### config.mk
export PLATFORM = sky130hd
export DESIGN_NAME = string_job_scheduler
export DESIGN_NICKNAME = d
export VERILOG_FILES = /design/src/rtl/string_hw_pkg.sv /design/src/rtl/rr_arbiter.sv /design/src/rtl/string_job_scheduler.sv
export SDC_FILE = /design/constraint.sdc
export NUM_CORES = 1
export LEC_CHECK = 0
export ABC_CLOCK_PERIOD_IN_PS = 3150
export CORE_ASPECT_RATIO = 0.7
export CORE_MARGIN = 10
export CORE_UTILIZATION = 35
export DETAILED_ROUTE_END_ITERATION = 7
export PLACE_DENSITY = 0.78
export SETUP_SLACK_MARGIN = 0.1
export SLEW_MARGIN = 5
export SYNTH_ARGS = -nofsm -noshare
export SYNTH_HDL_FRONTEND = slang
export SYNTH_SLANG_ARGS = --single-unit
### constraint.sdc
create_clock -name clk -period 3.15 [get_ports clk]
set_input_delay 0.945 -clock clk [delete_from_list [all_inputs] [get_ports clk]]
set_output_delay 0.945 -clock clk [all_outputs]
set_load 0.005 [all_outputs]
### src/rtl/string_hw_pkg.sv
// Shared types for the string accelerator job path: scheduler states and the job record.
package string_hw_pkg;

  localparam int WORD_W  = 32;
  localparam int FIELD_W = 3;

  typedef enum logic [1:0] {
    IDLE    = 2'd0,
    RUN     = 2'd1,
    RELEASE = 2'd2,
    RESP    = 2'd3
  } sched_state_t;

  typedef struct packed {
    logic [WORD_W-1:0]  a;
    logic [WORD_W-1:0]  b;
    logic [FIELD_W-1:0] index;
    logic [FIELD_W-1:0] length;
  } string_job_t;

endpackage

### src/rtl/rr_arbiter.sv
// Combinational round-robin pick: first set request strictly after ptr, wrapping.
// Zero latency; grant is all-zero when disabled or nothing is requesting.
module rr_arbiter #(
  parameter int NUM_REQ = 4
) (
  input  logic [NUM_REQ-1:0]         req,
  input  logic [$clog2(NUM_REQ)-1:0] ptr,
  input  logic                       enable,
  output logic [NUM_REQ-1:0]         grant,
  output logic [$clog2(NUM_REQ)-1:0] grant_id
);

  localparam int ID_W = $clog2(NUM_REQ);

  logic [ID_W-1:0] idx;

  // Walk from the farthest candidate to the nearest so the nearest hit wins.
  always_comb begin
    grant    = '0;
    grant_id = '0;
    idx      = '0;
    if (enable) begin
      for (int i = NUM_REQ; i >= 1; i--) begin
        idx = ID_W'((int'(ptr) + i) % NUM_REQ);
        if (req[idx]) begin
          grant      = '0;
          grant[idx] = 1'b1;
          grant_id   = idx;
        end
      end
    end
  end

endmodule

### src/rtl/string_job_scheduler.sv
// Shares one string core among NUM_REQ requesters: accept, go/done handshake with watchdog, 1-cycle response.
// Accept-to-response is k+4 cycles for a core answering k cycles after go; responses have no backpressure.
module string_job_scheduler
  import string_hw_pkg::*;
#(
  parameter int NUM_REQ        = 4,
  parameter int TIMEOUT_CYCLES = 1024
) (
  input  logic                       clk,
  input  logic                       reset_n,
  input  logic [NUM_REQ-1:0]         req_valid,
  output logic [NUM_REQ-1:0]         req_ready,
  input  logic [NUM_REQ*WORD_W-1:0]  req_a,
  input  logic [NUM_REQ*WORD_W-1:0]  req_b,
  input  logic [NUM_REQ*FIELD_W-1:0] req_index,
  input  logic [NUM_REQ*FIELD_W-1:0] req_length,
  output logic [NUM_REQ-1:0]         rsp_valid,
  output logic [WORD_W-1:0]          rsp_result,
  output logic                       rsp_error,
  output logic                       core_go,
  output logic [WORD_W-1:0]          core_a,
  output logic [WORD_W-1:0]          core_b,
  output logic [FIELD_W-1:0]         core_index,
  output logic [FIELD_W-1:0]         core_length,
  input  logic                       core_done,
  input  logic [WORD_W-1:0]          core_result,
  output logic                       busy,
  output logic [$clog2(NUM_REQ)-1:0] grant_id
);

  localparam int ID_W  = $clog2(NUM_REQ);
  localparam int CNT_W = $clog2(TIMEOUT_CYCLES);

  sched_state_t       state, state_nxt;
  logic [ID_W-1:0]    rr_ptr, arb_id;
  logic [NUM_REQ-1:0] arb_grant;
  logic [CNT_W-1:0]   wd_cnt;
  logic               timeout_hit;
  string_job_t        job_q, job_sel;

  logic [WORD_W-1:0]  a_arr   [NUM_REQ];
  logic [WORD_W-1:0]  b_arr   [NUM_REQ];
  logic [FIELD_W-1:0] idx_arr [NUM_REQ];
  logic [FIELD_W-1:0] len_arr [NUM_REQ];

  for (genvar g = 0; g < NUM_REQ; g++) begin : g_unpack
    assign a_arr[g]   = req_a[g*WORD_W +: WORD_W];
    assign b_arr[g]   = req_b[g*WORD_W +: WORD_W];
    assign idx_arr[g] = req_index[g*FIELD_W +: FIELD_W];
    assign len_arr[g] = req_length[g*FIELD_W +: FIELD_W];
  end

  rr_arbiter #(.NUM_REQ(NUM_REQ)) u_arb (
    .req      (req_valid),
    .ptr      (rr_ptr),
    .enable   (state == IDLE),
    .grant    (arb_grant),
    .grant_id (arb_id)
  );

  always_comb begin
    job_sel.a      = a_arr[arb_id];
    job_sel.b      = b_arr[arb_id];
    job_sel.index  = idx_arr[arb_id];
    job_sel.length = len_arr[arb_id];
  end

  assign timeout_hit = (wd_cnt == CNT_W'(TIMEOUT_CYCLES - 1));

  always_ff @(posedge clk or negedge reset_n) begin
    if (!reset_n) state <= IDLE;
    else          state <= state_nxt;
  end

  always_comb begin
    state_nxt = state;
    case (state)
      IDLE:    if (|arb_grant) state_nxt = RUN;
      RUN:     if (core_done || timeout_hit) state_nxt = RELEASE;
      RELEASE: if (!core_done) state_nxt = RESP;
      RESP:    state_nxt = IDLE;
      default: state_nxt = IDLE;
    endcase
  end

  // Done is tested before the watchdog so a coincident completion keeps its result.
  always_ff @(posedge clk or negedge reset_n) begin
    if (!reset_n) begin
      rr_ptr     <= ID_W'(NUM_REQ - 1);
      grant_id   <= '0;
      job_q      <= '0;
      wd_cnt     <= '0;
      rsp_result <= '0;
      rsp_error  <= 1'b0;
    end else begin
      case (state)
        IDLE: if (|arb_grant) begin
          job_q    <= job_sel;
          grant_id <= arb_id;
          rr_ptr   <= arb_id;
          wd_cnt   <= '0;
        end
        RUN: if (core_done) begin
          rsp_result <= core_result;
          rsp_error  <= 1'b0;
        end else if (timeout_hit) begin
          rsp_result <= '0;
          rsp_error  <= 1'b1;
        end else begin
          wd_cnt <= wd_cnt + CNT_W'(1);
        end
        RELEASE: if (!core_done) wd_cnt <= '0;
        default: ;
      endcase
    end
  end

  assign req_ready   = arb_grant;
  assign core_go     = (state == RUN);
  assign busy        = (state != IDLE);
  assign rsp_valid   = (state == RESP) ? (NUM_REQ'(1) << grant_id) : '0;
  assign core_a      = job_q.a;
  assign core_b      = job_q.b;
  assign core_index  = job_q.index;
  assign core_length = job_q.length;

endmodule

Yosys cells after proc, flatten, opt, wreduce, memory -nomap -nowiden:

Cells that the tools add are included.

* word-level logic and storage cells: 101
* register bits: 119
* bits of input ports: 319
* output and inout bits: 115

* multiplexer cells: 52
* order comparisons: 9
* equal/unequal tests: 9
* reductions and logical operators: 14
* bitwise operators: 1
* add/sub/neg operators: 5
* shift operators: 1

Operator list (number)
* 32-bit two-way mux: 6
* 32-bit binary-select mux with 2-bit select: 2
* 10-bit two-way mux: 4
* 10-bit one-hot mux with 3 select lines: 1
* 4-bit two-way mux: 6
* 2-bit two-way mux: 8
* 3-bit binary-select mux with 2-bit select: 2
* 2-bit by 3-bit less-than comparator with 1-bit output (second input constant): 4
* 3-bit two-way mux: 4
* 10-bit by 1-bit adder with 10-bit output (second input constant): 1
* 10-bit equality test (second input constant): 1
* 1-bit two-way mux: 10
* 1-bit binary-select mux with 2-bit select: 4
* 1-bit demux with 2-bit select: 4
* 2-bit by 1-bit >= comparator with 1-bit output (second input constant): 4
* 2-bit inequality test (second input constant): 4
* 2-bit one-hot mux with 4 select lines: 1
* 5-bit AND reduction: 1
* 2-bit by 1-bit adder with 2-bit output (second input constant): 2
* 2-bit adder (second input constant): 2
* 2-bit equality test (second input constant): 2
* 1-bit logical AND: 4
* 2-bit AND reduction: 2
* 2-bit nonzero test: 2
* other kinds (10): 10

Depth between registers and ports, before layout:

Gate-level depths: netlist of run 1.

* word-level depth: 13
* depth in mapped cells: 13
* depth with buffers taken out: 9

Hierarchy:

Synthesis of run 1 repeated with hierarchy kept, for this count alone.

* cells, all modules: 491
* area, all modules: 7010.5 um^2

Modules (own cells, without submodules)
* string_job_scheduler: sequential area each 2980.4 um^2, area each 6488.7 um^2, cells an instance 422, times used 1
* rr_arbiter: sequential area each 0.0 um^2, area each 521.8 um^2, cells an instance 69, times used 1

Worst setup path before layout of run 1:

OpenSTA, ideal clock, no wires.

* kind: flip-flop to output port
* start point: reg rr_ptr[0]
* end point: out req_ready[3]
* stages on the path, launching flop included: 9
* data arrival time: 2.302 ns
* buffers on the path: 2
* slack: -0.097 ns
* cell sequence: dfstp_2 buf_4 inv_1 ha_1 buf_4 mux4_2 clkinv_2 o21ai_0 a41oi_1

* word-level cells in the longest chain between the ends: 10

RTL lines
* from (decl): RTL line string_job_scheduler.sv:35 `logic [ID_W-1:0] rr_ptr, arb_id;`
* from (signal assigned): RTL line string_job_scheduler.sv:89 `rr_ptr <= ID_W'(NUM_REQ - 1);`
* from (signal assigned): RTL line string_job_scheduler.sv:100 `rr_ptr <= arb_id;`
* 2-bit by 1-bit adder with 2-bit output: RTL line rr_arbiter.sv:24 `idx = ID_W'((int'(ptr) + i) % NUM_REQ);`
* 2-bit by 3-bit less-than comparator with 1-bit output (implied by the code) / 2-bit by 1-bit >= comparator with 1-bit output (equally long branches): RTL line rr_arbiter.sv:27 `grant[idx] = 1'b1;`
* 1-bit logical AND (implied by the code): RTL line rr_arbiter.sv:27
* 1-bit two-way mux (implied by the code): RTL line rr_arbiter.sv:27
* 1-bit demux with 2-bit select
* 4-bit two-way mux (3 in a row): RTL line rr_arbiter.sv:25 `if (req[idx]) begin`
* 4-bit two-way mux (*): RTL line rr_arbiter.sv:25
* 4-bit two-way mux (*): RTL line rr_arbiter.sv:22 `if (enable) begin`
* to (decl): RTL line string_job_scheduler.sv:12 `output logic [NUM_REQ-1:0] req_ready,`

Every way passes the cells marked *; elsewhere a longest branch is shown, timed or not. The select of a mux whose other input is x is not followed.

Final worst setup path of run 1:

* start point: in req_valid[0]
* end point: out req_ready[1]

* word-level cells in the longest chain between the ends: 7

RTL lines
* from (decl): RTL line string_job_scheduler.sv:11 `input logic [NUM_REQ-1:0] req_valid,`
* 1-bit binary-select mux with 2-bit select: RTL line rr_arbiter.sv:25
* 1-bit two-way mux (implied by the code): RTL line rr_arbiter.sv:25
* 4-bit two-way mux (3 in a row): RTL line rr_arbiter.sv:25
* 4-bit two-way mux (*): RTL line rr_arbiter.sv:25
* 4-bit two-way mux (*): RTL line rr_arbiter.sv:22

Marked as above.

==> results by group, run 1 <==
Critical path
  • Worst Path Buf+Inv: 3
  • Crit path max-delay family: buffers and inverters
  • WP data required: 2200 ps
  • Slowest cell on the critical path: or3b_4
  • Worst Path Max Fanout: 3
  • CP Capture Type: output pin
  • CP cell instances: dlygate4sd2_1, or3b_4, o211ai_1, buf_4, nand4_1, a41oi_2, buf_2
  • FF-to-FF End: core_a[24]
  • Worst setup SP type: primary input
  • CP peak stage delay: 390 ps
  • Worst EP arrival: 2380 ps
  • Worst Reg-to-Reg Cells: 11
  • CP Class: in2out
  • Crit Reg-Reg Startpoint: rr_ptr[1]
  • FF-to-FF setup slack: 50 ps

Run status
  • Failing checks: negative setup slack
  • Outcome: finished with violations

STA
  • Post-route clock skew: 14.1 ps
  • TNS Setup: -655 ps
  • Final setup viols: 5
  • Slew headroom: 60.2%
  • Final Hold Fails: 0
  • F_max: 0.301 GHz
  • Setup slack after layout: -174 ps
  • Unrepaired setup endpoints after global routing: yes
  • Hold slack: 476 ps
  • Slew Viols, Final: 0
  • Worst-margin pin slew: 594 ps
  • Final period utilization: 106%
  • Period minus WS final: 3320 ps

Final layout
  • Layout cells sized above 1: 16.7%
  • Non-Filler Instances: 1627
  • Commonest non-fill, non-tap cell in the layout: clkdlybuf4s50_1
  • Final Cell Area: 0.0142 mm2
  • Area Overhead vs Synth: 89.7%
  • Commonest non-fill, non-tap cells in the layout: clkdlybuf4s50_1 (424), nand2_1 (196), dfrtp_1 (117)
  • Nets: 1668
  • # diodes: 0

Pwr
  • Pwr dens: 1050 mW/mm2
  • Total power draw: 14.8 mW
  • Worst vdd ir: 0.484 mV
  • Pleak: 5.98 nW

Synth
  • Seq cells post-synth: 119
  • Average cell area after synthesis: 8.60 um2
  • Yosys top cell area share: 39.2%
  • Top_reg_cell synth: dfrtp_1
  • Post-synthesis cell count: 868
  • Synth area leaders: dfrtp_1 (39%), nand2_1 (11%), a211oi_1 (7.1%)
  • Post-synth ARST share: 100%
  • Yosys warnings: 0
  • Netlist Area Pre-Place: 0.00747 mm2
  • Yosys cell types: 53
  • Post-synthesis net count: 1198
  • Post-synthesis sequential area ratio: 39.9%
  • Largest area contributor in the netlist: dfrtp_1
  • Number of flops mapped to enable cells by yosys: 0

Global route
  • Largest net degree at the start of global routing: 55
  • Total global-route track usage: 22.4%
  • First-pass GRT wire length: 49.1 mm
  • Via count of the first global-routing pass: 8221
  • Initial antenna violation count: 1
  • Gr ovfl total: 0

Floorplan
  • # rows: 44
  • Top-level I/O count: 434
  • Initial Util: 35.8%
  • Die height: 142 um
  • Core Region: 0.0209 mm2
  • Die Wd: 195 um
  • Die Area: 0.0277 mm2

Place
  • HPWL after DPL: 26.3 mm
  • Dpl cell area: 0.0125 mm2
  • Buffers on Ports: 433
  • GPL Wtd Cong: 0.886
  • Placed cell count: 1561

Hold path
  • Hold wc startpoint: core_a[3]
  • Hold Path Class: reg2reg
  • Hold Crit Endpoint: core_a[3]
  • WHS Path Cells: 2

Route
  • Drt total wl: 36.3 mm
  • TritonRoute pass-1 iters: 5
  • DR vias/cell: 5.32
  • Initial DRC count: 441
  • Avg WL per Cell: 22.3 um
  • DRT antenna net count: 0
  • Detailed-route via count: 8663
  • Drt drc: 0

CTS
  • Htree depth: 4
  • Root Driver: clkbuf_16
  • CTS Buf Count: 17
  • Clk sinks: 119
  • CTS tree: yes
  • Clk Latency, worst-skew pair: 420 ps
  • Hold buffers post-CTS: 0
  • Max clock buf depth: 2
  • Reg clk slew, reported paths: 60 ps

Run
  • Max_cap viols: 0
==> cells by family after synthesis <==
family	after synthesis	share of synthesized area [%]
compound gates	228	23.9
fa+ha+maj	11	1.84
buf+inv	91	5.98
flops	119	39.9
mux	12	2.01
simple gates	407	26.3
==> routing by layer <==
metal / global-route usage, % / part of all wire (%)
met5: 0 / 0.050
met1: 27.3 / 41
met2: 37.4 / 49
met3: 8.17 / 8.4
met4: 4.64 / 1.3
==> worst max-delay path by stage <==
stage                       startpoint            to  depth (start not counted)
final                     req_valid[0]  req_ready[1]                          7
after global routing         rr_ptr[1]  req_ready[3]                          7
after CTS                    rr_ptr[1]  req_ready[3]                          7
after detailed placement  req_valid[2]  req_ready[3]                          6
after global placement    req_valid[2]  req_ready[3]                          6
after floorplan              rr_ptr[1]  req_ready[3]                          8
==> tightest hold or removal path, delay by kind of cell (launching register included) <==
kind / cells / cell delay (ps)
AO/OA/AOI/OAI: 1 / 50
AND/OR/NAND/NOR: 1 / 50
flip-flops: 1 / 340
==> synthesized netlist by cell type, types with 2 or more instances <==
master / n
a2111oi_0: 2
a211o_1: 4
a211oi_1: 71
a21oi_1: 6
a22o_1: 32
a41oi_1: 4
a41oi_2: 2
and2_0: 22
and2_1: 50
and3_1: 75
buf_2: 26
buf_4: 11
buf_6: 4
clkbuf_1: 37
dfrtp_1: 117
dfstp_2: 2
ha_1: 11
inv_1: 11
mux2_2: 4
mux2i_1: 6
mux4_2: 2
nand2_1: 222
nand3_1: 7
nand4_1: 5
nor2_1: 16
nor3b_1: 2
o211ai_1: 7
o21ai_0: 12
o2bb2ai_1: 4
o31ai_1: 70
o32a_1: 2
==> through the flow <==
| step | utilization [%] | setup WS, ps |
|---|---|---|
| after CTS | 63.1 | -171 |
| after global routing | 67.9 | -249 |
| after detailed placement | 60.0 | -854 |
| after floorplan | - | 107 |
| after global placement | 60.0 | -818 |
| final | 67.9 | -174 |
==> repair_timing <==
action,CTS,global route
buffers inserted,5,9
resized for setup,31,113
setup endpoints to repair,86,85
pin swaps,7,33
gates cloned,0,20
==> final cells by class <==
cell class                      count  area (um2)
Multi-Input combinational cell    659        4550
Timing Repair Buffer              528        5620
Fill cell                        1684        6700
Clock buffer                       17         425
Tap cell                          276         345
Clock inverter                     15         176
Sequential cell                   119        2980
Inverter                           13        58.8
==> report_power, final <==
| part | switching, mW | internal, mW |
|---|---|---|
| sequential | 0.453 | 2.28 |
| clock | 0.826 | 1.20 |
| combinational | 4.66 | 5.39 |
| total | 5.94 | 8.87 |
==> sequential cells by signal, indices dropped and copies added (netlist names) <==
register     cells
core_index       3
core_b          32
core_a          32
state            2
wd_cnt          10
rsp_result      32
grant_id         2
rr_ptr           2
core_length      3
rsp_error        1
Note: power is estimated with default switching activity, not from simulation.
==> run 2, diff against run 1 <==
CORE_AREA = 2 2 168 170   (was unset)
CORE_ASPECT_RATIO = unset   (was 0.7)
CORE_MARGIN = unset   (was 10)
CORE_UTILIZATION = unset   (was 35)
DIE_AREA = 0 0 170 172   (was unset)
PLACE_DENSITY = 0.63   (was 0.78)
==> run 2 against run 1 <==
Net effect: the run still ends with negative setup slack left; via count up 6.5%; register-to-register slack got worse by 100 ps; power rose by 23%; combinational power up 33%; sequential power about the same; core utilization decreased by 8.1 points; clock skew down 2.8 ps; critical endpoint unchanged; die area grew 5.7%.
==> results by group, run 2 (same netlist as run 1, synthesis figures left out) <==
Run status
  • Outcome: finished with violations
  • Failing checks: negative setup slack

Critical path
  • CP Class: reg2out
  • Worst Path Max Fanout: 6 (+3)
  • Worst EP arrival: 2400 ps (+20 ps)
  • WP data required: 2200 ps (about the same)
  • Worst setup SP type: flop
  • CP Capture Type: output pin

CTS
  • Reg clk slew, reported paths: 70 ps (about the same)
  • Htree depth: 4 (unchanged)
  • Clk Latency, worst-skew pair: 420 ps (about the same)
  • Hold buffers post-CTS: 0 (unchanged)
  • Clk sinks: 119 (unchanged)
  • CTS tree: yes
  • Root Driver: clkbuf_16
  • Max clock buf depth: 2 (unchanged)
  • CTS Buf Count: 17 (unchanged)

Final layout
  • Layout cells sized above 1: 33.9% (+17 points)
  • # diodes: 0 (unchanged)
  • Core Util, Final: 59.7% (-8.1 points)
  • FILL cells: 2246 (+33%)
  • Area Overhead vs Synth: 120%
  • Commonest non-fill, non-tap cells in the layout: clkdlybuf4s50_1 (424), nand2_1 (163), dfrtp_1 (117)
  • Nets: 1729 (+3.7%)
  • Final Cell Area: 0.0164 mm2 (+16%)
  • Commonest non-fill, non-tap cell in the layout: clkdlybuf4s50_1

Floorplan
  • Die Area: 0.0292 mm2 (+5.7%)
  • Top-level I/O count: 434 (unchanged)
  • Die Wd: 170 um (-13%)
  • Die height: 172 um (+21%)
  • # rows: 61 (+39%)
  • Core Region: 0.0275 mm2 (+32%)
  • Initial Util: 27.2% (-8.6 points)

Run
  • Max_cap viols: 0 (unchanged)

Global route
  • M2 GR Usage: 35.8% (-1.5 points)
  • Via count of the first global-routing pass: 8050 (-2.1%)
  • GR peak layer: met2
  • Routing usage on met3: 5.33% (-2.8 points)
  • Largest net degree at the start of global routing: 120 (+120%)
  • Gr ovfl total: 0 (unchanged)
  • First-pass GRT wire length: 45.9 mm (-6.6%)
  • Initial antenna violation count: 1 (unchanged)
  • Total global-route track usage: 20.4% (-2.0 points)
  • Global Route met1 Usage: 24.4% (-2.9 points)

STA
  • Slew Viols, Final: 0 (unchanged)
  • Period minus WS final: 3350 ps (+25.2 ps)
  • Setup slack after layout: -199 ps (-25.2 ps)
  • Final Hold Fails: 0 (unchanged)
  • Unrepaired setup endpoints after global routing: yes
  • Post-route clock skew: 11.3 ps (-2.80 ps)
  • F_max: 0.299 GHz (-0.75%)
  • Worst-margin pin slew: 681 ps (+87.5 ps)
  • TNS Setup: -876 ps (-222 ps)
  • Final period utilization: 106% (+0.80 points)
  • Slew headroom: 54.6% (-5.6 points)
  • Final setup viols: 12 (+7)

Route
  • DRT antenna net count: 0 (unchanged)
  • DR vias/cell: 5.25 (-1.4%)
  • Detailed-route via count: 9227 (+6.5%)
  • Drt total wl: 38.6 mm (+6.4%)
  • Initial DRC count: 555 (+26%)
  • Avg WL per Cell: 22.0 um (-1.6%)
  • TritonRoute pass-1 iters: 5 (unchanged)
  • Drt drc: 0 (unchanged)

Place
  • HPWL after DPL: 23.4 mm (-11%)
  • Dpl cell area: 0.0127 mm2 (+1.7%)
  • Buffers on Ports: 433 (unchanged)
  • GPL Wtd Cong: 0.878 (-0.81%)
  • Pre-CTS setup slack: -926 ps (-72.2 ps)

Pwr
  • Clock power frac: 11.8% (-1.9 points)
  • Pwr dens: 1110 mW/mm2 (+6.5%)
  • Comb pwr share: 73.2% (+5.3 points)
  • Worst vdd ir: 0.758 mV (+56%)
  • Switching Power: 7.31 mW (+23%)
  • P_int: 11.0 mW (+24%)
  • Pleak: 6.78 nW (+13%)
  • Switching share of total power: 40.0% (-0.15 points)
  • Sequential power share: 15.0% (-3.4 points)

Hold path
  • Hold Path Class: reg2reg
-- run 2: changes by cell type in the layout (fill, tap and decap cells not counted), sizes merged --
cell / change
buf: +47
clkbuf: +17
dlygate4sd2: -3
bufinv: +1
clkinv: -1
-- run 2: worst max-delay path, stage by stage (launching register included) --
cell	delay [ps]
dfstp_2	570
inv_4	40
ha_4	300
mux4_2	560
clkinv_4	110
o21ai_1	70
a41oi_2	200
buf_2	150
-- run 2: per-layer routing --
layer / wire length (um) / share of wire [%]
met1: 15200 / 39
met2: 19700 / 51
met3: 2490 / 6.5
met4: 1270 / 3.3
met5: 13 / 0.034
-- run 2: final timing paths --
path | startpoint | to | slack (ps) | cells after the start
max in group asynchronous | reset_n | core_a[12] | 2010 | 2
worst min-delay path | core_length[0] | core_length[0] | 480 | 2
worst min register to register | core_length[0] | core_length[0] | 480 | 2
min in group asynchronous | reset_n | rsp_result[17] | 630 | 2
worst max register to register | rr_ptr[0] | wd_cnt[2] | -50 | 12
worst max-delay path | rr_ptr[0] | req_ready[1] | -200 | 7
-- run 2: power by group through the flow --
stage / sequential (mW) / clock (mW) / combinational [mW]
after global routing: 2.81 / 2.27 / 14.1
after CTS: 2.68 / 2.20 / 8.03
after detailed placement: 2.70 / 0 / 7.66
after global placement: 2.68 / 0 / 7.56
after floorplan: 2.70 / 0 / 3.86
final: 2.74 / 2.16 / 13.4
-- run 2: timing repair --
item                       4_1_cts  5_1_grt
pin swaps                       10      180
setup endpoints to repair       78       83
gates resized for setup         39      380
setup buffers                   11       37
gates cloned                     5       37
-- run 2: final cells by class --
class                      instances  area (um2)  area share, %
multi-input combinational        659        5630           34.3
sequential                       119        2980           18.2
tap                              346         433           2.64
timing repair buffer             589        6680           40.7
clock inverter                    15         204           1.24
clock buffer                      17         425           2.59
inverter                          13        58.8          0.358
-- run 2: per-stage QoR --
step                      total power, mW  hold slack, ps  instances
after floorplan                      6.56             473        868
after global placement               10.2             458       1637
after detailed placement             10.4             465       1637
after CTS                            12.9             478       1685
after global routing                 19.1             493       1758
final                                18.3             477       1758
==> run 3, diff against run 2 <==
PLACE_DENSITY = unset   (was 0.63)
PLACE_DENSITY_LB_ADDON = 0.12   (was unset)
==> run 3 against run 2 <==
Net effect: first-iteration DRC count shrank 40%; register-to-register slack lost 110 ps; sequential share of layout area grew 1.9 points; worst setup slack lost 4.4 ps; fmax shrank 0.13%; count of clock-buffer cells in the layout is the same; power shrank 20%; wire length shrank 6.4%; highest routed layer unchanged; clock skew shrank 2.3 ps; the flow still finishes with violations (negative setup slack); critical endpoint is now req_ready[0].
==> results by group, run 3 (same netlist as run 1, synthesis figures left out) <==
Run status
  • Outcome: finished with violations
  • Failing checks: negative setup slack

Global route
  • Gr ovfl total: 0 (unchanged)
  • Via count of the first global-routing pass: 8203 (+1.9%)
  • First-pass GRT wire length: 49.5 mm (+8.0%)
  • Initial antenna violation count: 1 (unchanged)
  • Largest net degree at the start of global routing: 67 (-44%)
  • Total global-route track usage: 22.6% (+2.3 points)

Floorplan
  • Die Area: 0.0292 mm2 (unchanged)
  • # rows: 61 (unchanged)
  • Top-level I/O count: 434 (unchanged)
  • Core Region: 0.0275 mm2 (unchanged)
  • Initial Util: 27.2% (unchanged)
  • Die height: 172 um (unchanged)
  • Die Wd: 170 um (unchanged)

STA
  • TNS Setup: -4690 ps (-3810 ps)
  • Worst-margin pin slew: 726 ps (+44.6 ps)
  • Slew headroom: 51.6% (-3.0 points)
  • Final setup viols: 72 (+60)
  • Period minus WS final: 3350 ps (+4.42 ps)
  • F_max: 0.298 GHz (-0.13%)
  • Unrepaired setup endpoints after global routing: yes
  • Final Hold Fails: 0 (unchanged)
  • Slew Viols, Final: 0 (unchanged)
  • Setup slack after layout: -204 ps (-4.42 ps)
  • Post-route clock skew: 9.00 ps (-2.32 ps)
  • Final period utilization: 106% (+0.14 points)

Route
  • TritonRoute pass-1 iters: 4 (-1)
  • Avg WL per Cell: 20.9 um (-5.0%)
  • Drt drc: 0 (unchanged)
  • DR vias/cell: 5.00 (-4.7%)
  • Detailed-route via count: 8666 (-6.1%)
  • Initial DRC count: 332 (-40%)
  • DRT antenna net count: 0 (unchanged)
  • Drt total wl: 36.1 mm (-6.4%)

Critical path
  • Crit Reg-Reg Startpoint: rr_ptr[0]
  • Worst setup SP type: flop
  • WP data required: 2200 ps (about the same)
  • Worst Path Max Fanout: 5 (-1)
  • Crit path launch: rr_ptr[0]
  • CP Capture Type: output pin
  • Worst EP arrival: 2410 ps (about the same)
  • CP Class: reg2out

Pwr
  • Pwr dens: 984 mW/mm2 (-12%)
  • Total power draw: 14.6 mW (-20%)
  • Pleak: 6.24 nW (-7.9%)
  • Worst vdd ir: 0.498 mV (-34%)

CTS
  • Htree depth: 4 (unchanged)
  • Clk Latency, worst-skew pair: 420 ps (about the same)
  • Max clock buf depth: 2 (unchanged)
  • Clk sinks: 119 (unchanged)
  • CTS Buf Count: 17 (unchanged)
  • Root Driver: clkbuf_16
  • CTS tree: yes
  • Hold buffers post-CTS: 0 (unchanged)
  • Reg clk slew, reported paths: 60 ps (about the same)

Place
  • Placed cell count: 1647 (+0.61%)
  • HPWL after DPL: 25.4 mm (+8.6%)
  • GPL Wtd Cong: 0.896 (+2.0%)
  • Buffers on Ports: 433 (unchanged)
  • Dpl cell area: 0.0127 mm2 (+0.23%)

Hold path
  • Hold wc startpoint: core_b[15]
  • Hold Path Class: reg2reg

Run
  • Max_cap viols: 0 (unchanged)

Final layout
  • Commonest non-fill, non-tap cells in the layout: clkdlybuf4s50_1 (424), nand2_1 (220), dfrtp_1 (117)
  • Nets: 1703 (-1.5%)
  • Layout cells sized above 1: 20.3% (-14 points)
  • Final Cell Area: 0.0148 mm2 (-9.6%)
  • Non-Filler Instances: 1733 (-1.4%)
  • Commonest non-fill, non-tap cell in the layout: clkdlybuf4s50_1
  • Area Overhead vs Synth: 98.8%
  • Core Util, Final: 54.0% (-5.7 points)
[run 3: changes by cell type in the layout (fill, tap and decap cells not counted), sizes merged, moves of 2 or more]
cell,previous run,this run
buf,134,124
bufbuf,0,6
clkbuf,47,23
clkdlybuf4s15,0,2
clkinv,2,9
inv,22,16
[run 3: per-layer routing]
| layer | GRT usage, % | share of wire (%) |
|---|---|---|
| met3 | 5.86 | 5.4 |
| met2 | 39.0 | 51 |
| met1 | 27.7 | 41 |
| met4 | 7.21 | 2.5 |
| met5 | 0 | 0.030 |
[run 3: worst paths after layout]
kind / to / slack, ps / depth (start not counted)
max: req_ready[0] / -200 / 7
min: core_b[15] / 470 / 2
max reg2reg: core_b[8] / -160 / 13
min reg2reg: core_b[15] / 470 / 2
max in group asynchronous: rr_ptr[0] / 1860 / 2
min in group asynchronous: core_b[2] / 500 / 1
[run 3: report_power, final]
group	internal [mW]	switching [mW]	total, mW
Clock	1.26	0.814	2.08
Sequential	2.28	0.413	2.69
Combinational	5.37	4.45	9.83
Total	8.92	5.68	14.6
[run 3: layout make-up]
type                    instances  area [um2]
inverters                      13        58.8
diodes                          1        2.50
multi-input cells             659        4630
clock inverters                15         194
fillers                      2522       12600
flip-flops and latches        119        2980
clock buffers                  17         425
well taps                     346         433
repair buffers                563        6110
[run 3: repair_timing]
item | 4_1_cts | 5_1_grt
endpoints found under the setup margin | 85 | 83
resized for setup | 71 | 99
buffers inserted | 18 | 15
pin swaps | 20 | 55
gates cloned | 12 | 9
[run 3: worst max-delay path, stage by stage (launching register included)]
cell and delay, ps:
dfstp_2 560, inv_4 50, ha_4 300, mux4_2 550
clkinv_4 100, o21ai_1 80, a41oi_2 200, buf_2 150
[run 3: metrics by stage]
step / hold WS (ps) / setup WS, ps
CTS: 479 / -206
finish: 475 / -204
floorplan: 473 / 107
global placement: 460 / -821
detailed placement: 466 / -863
global route: 494 / -304
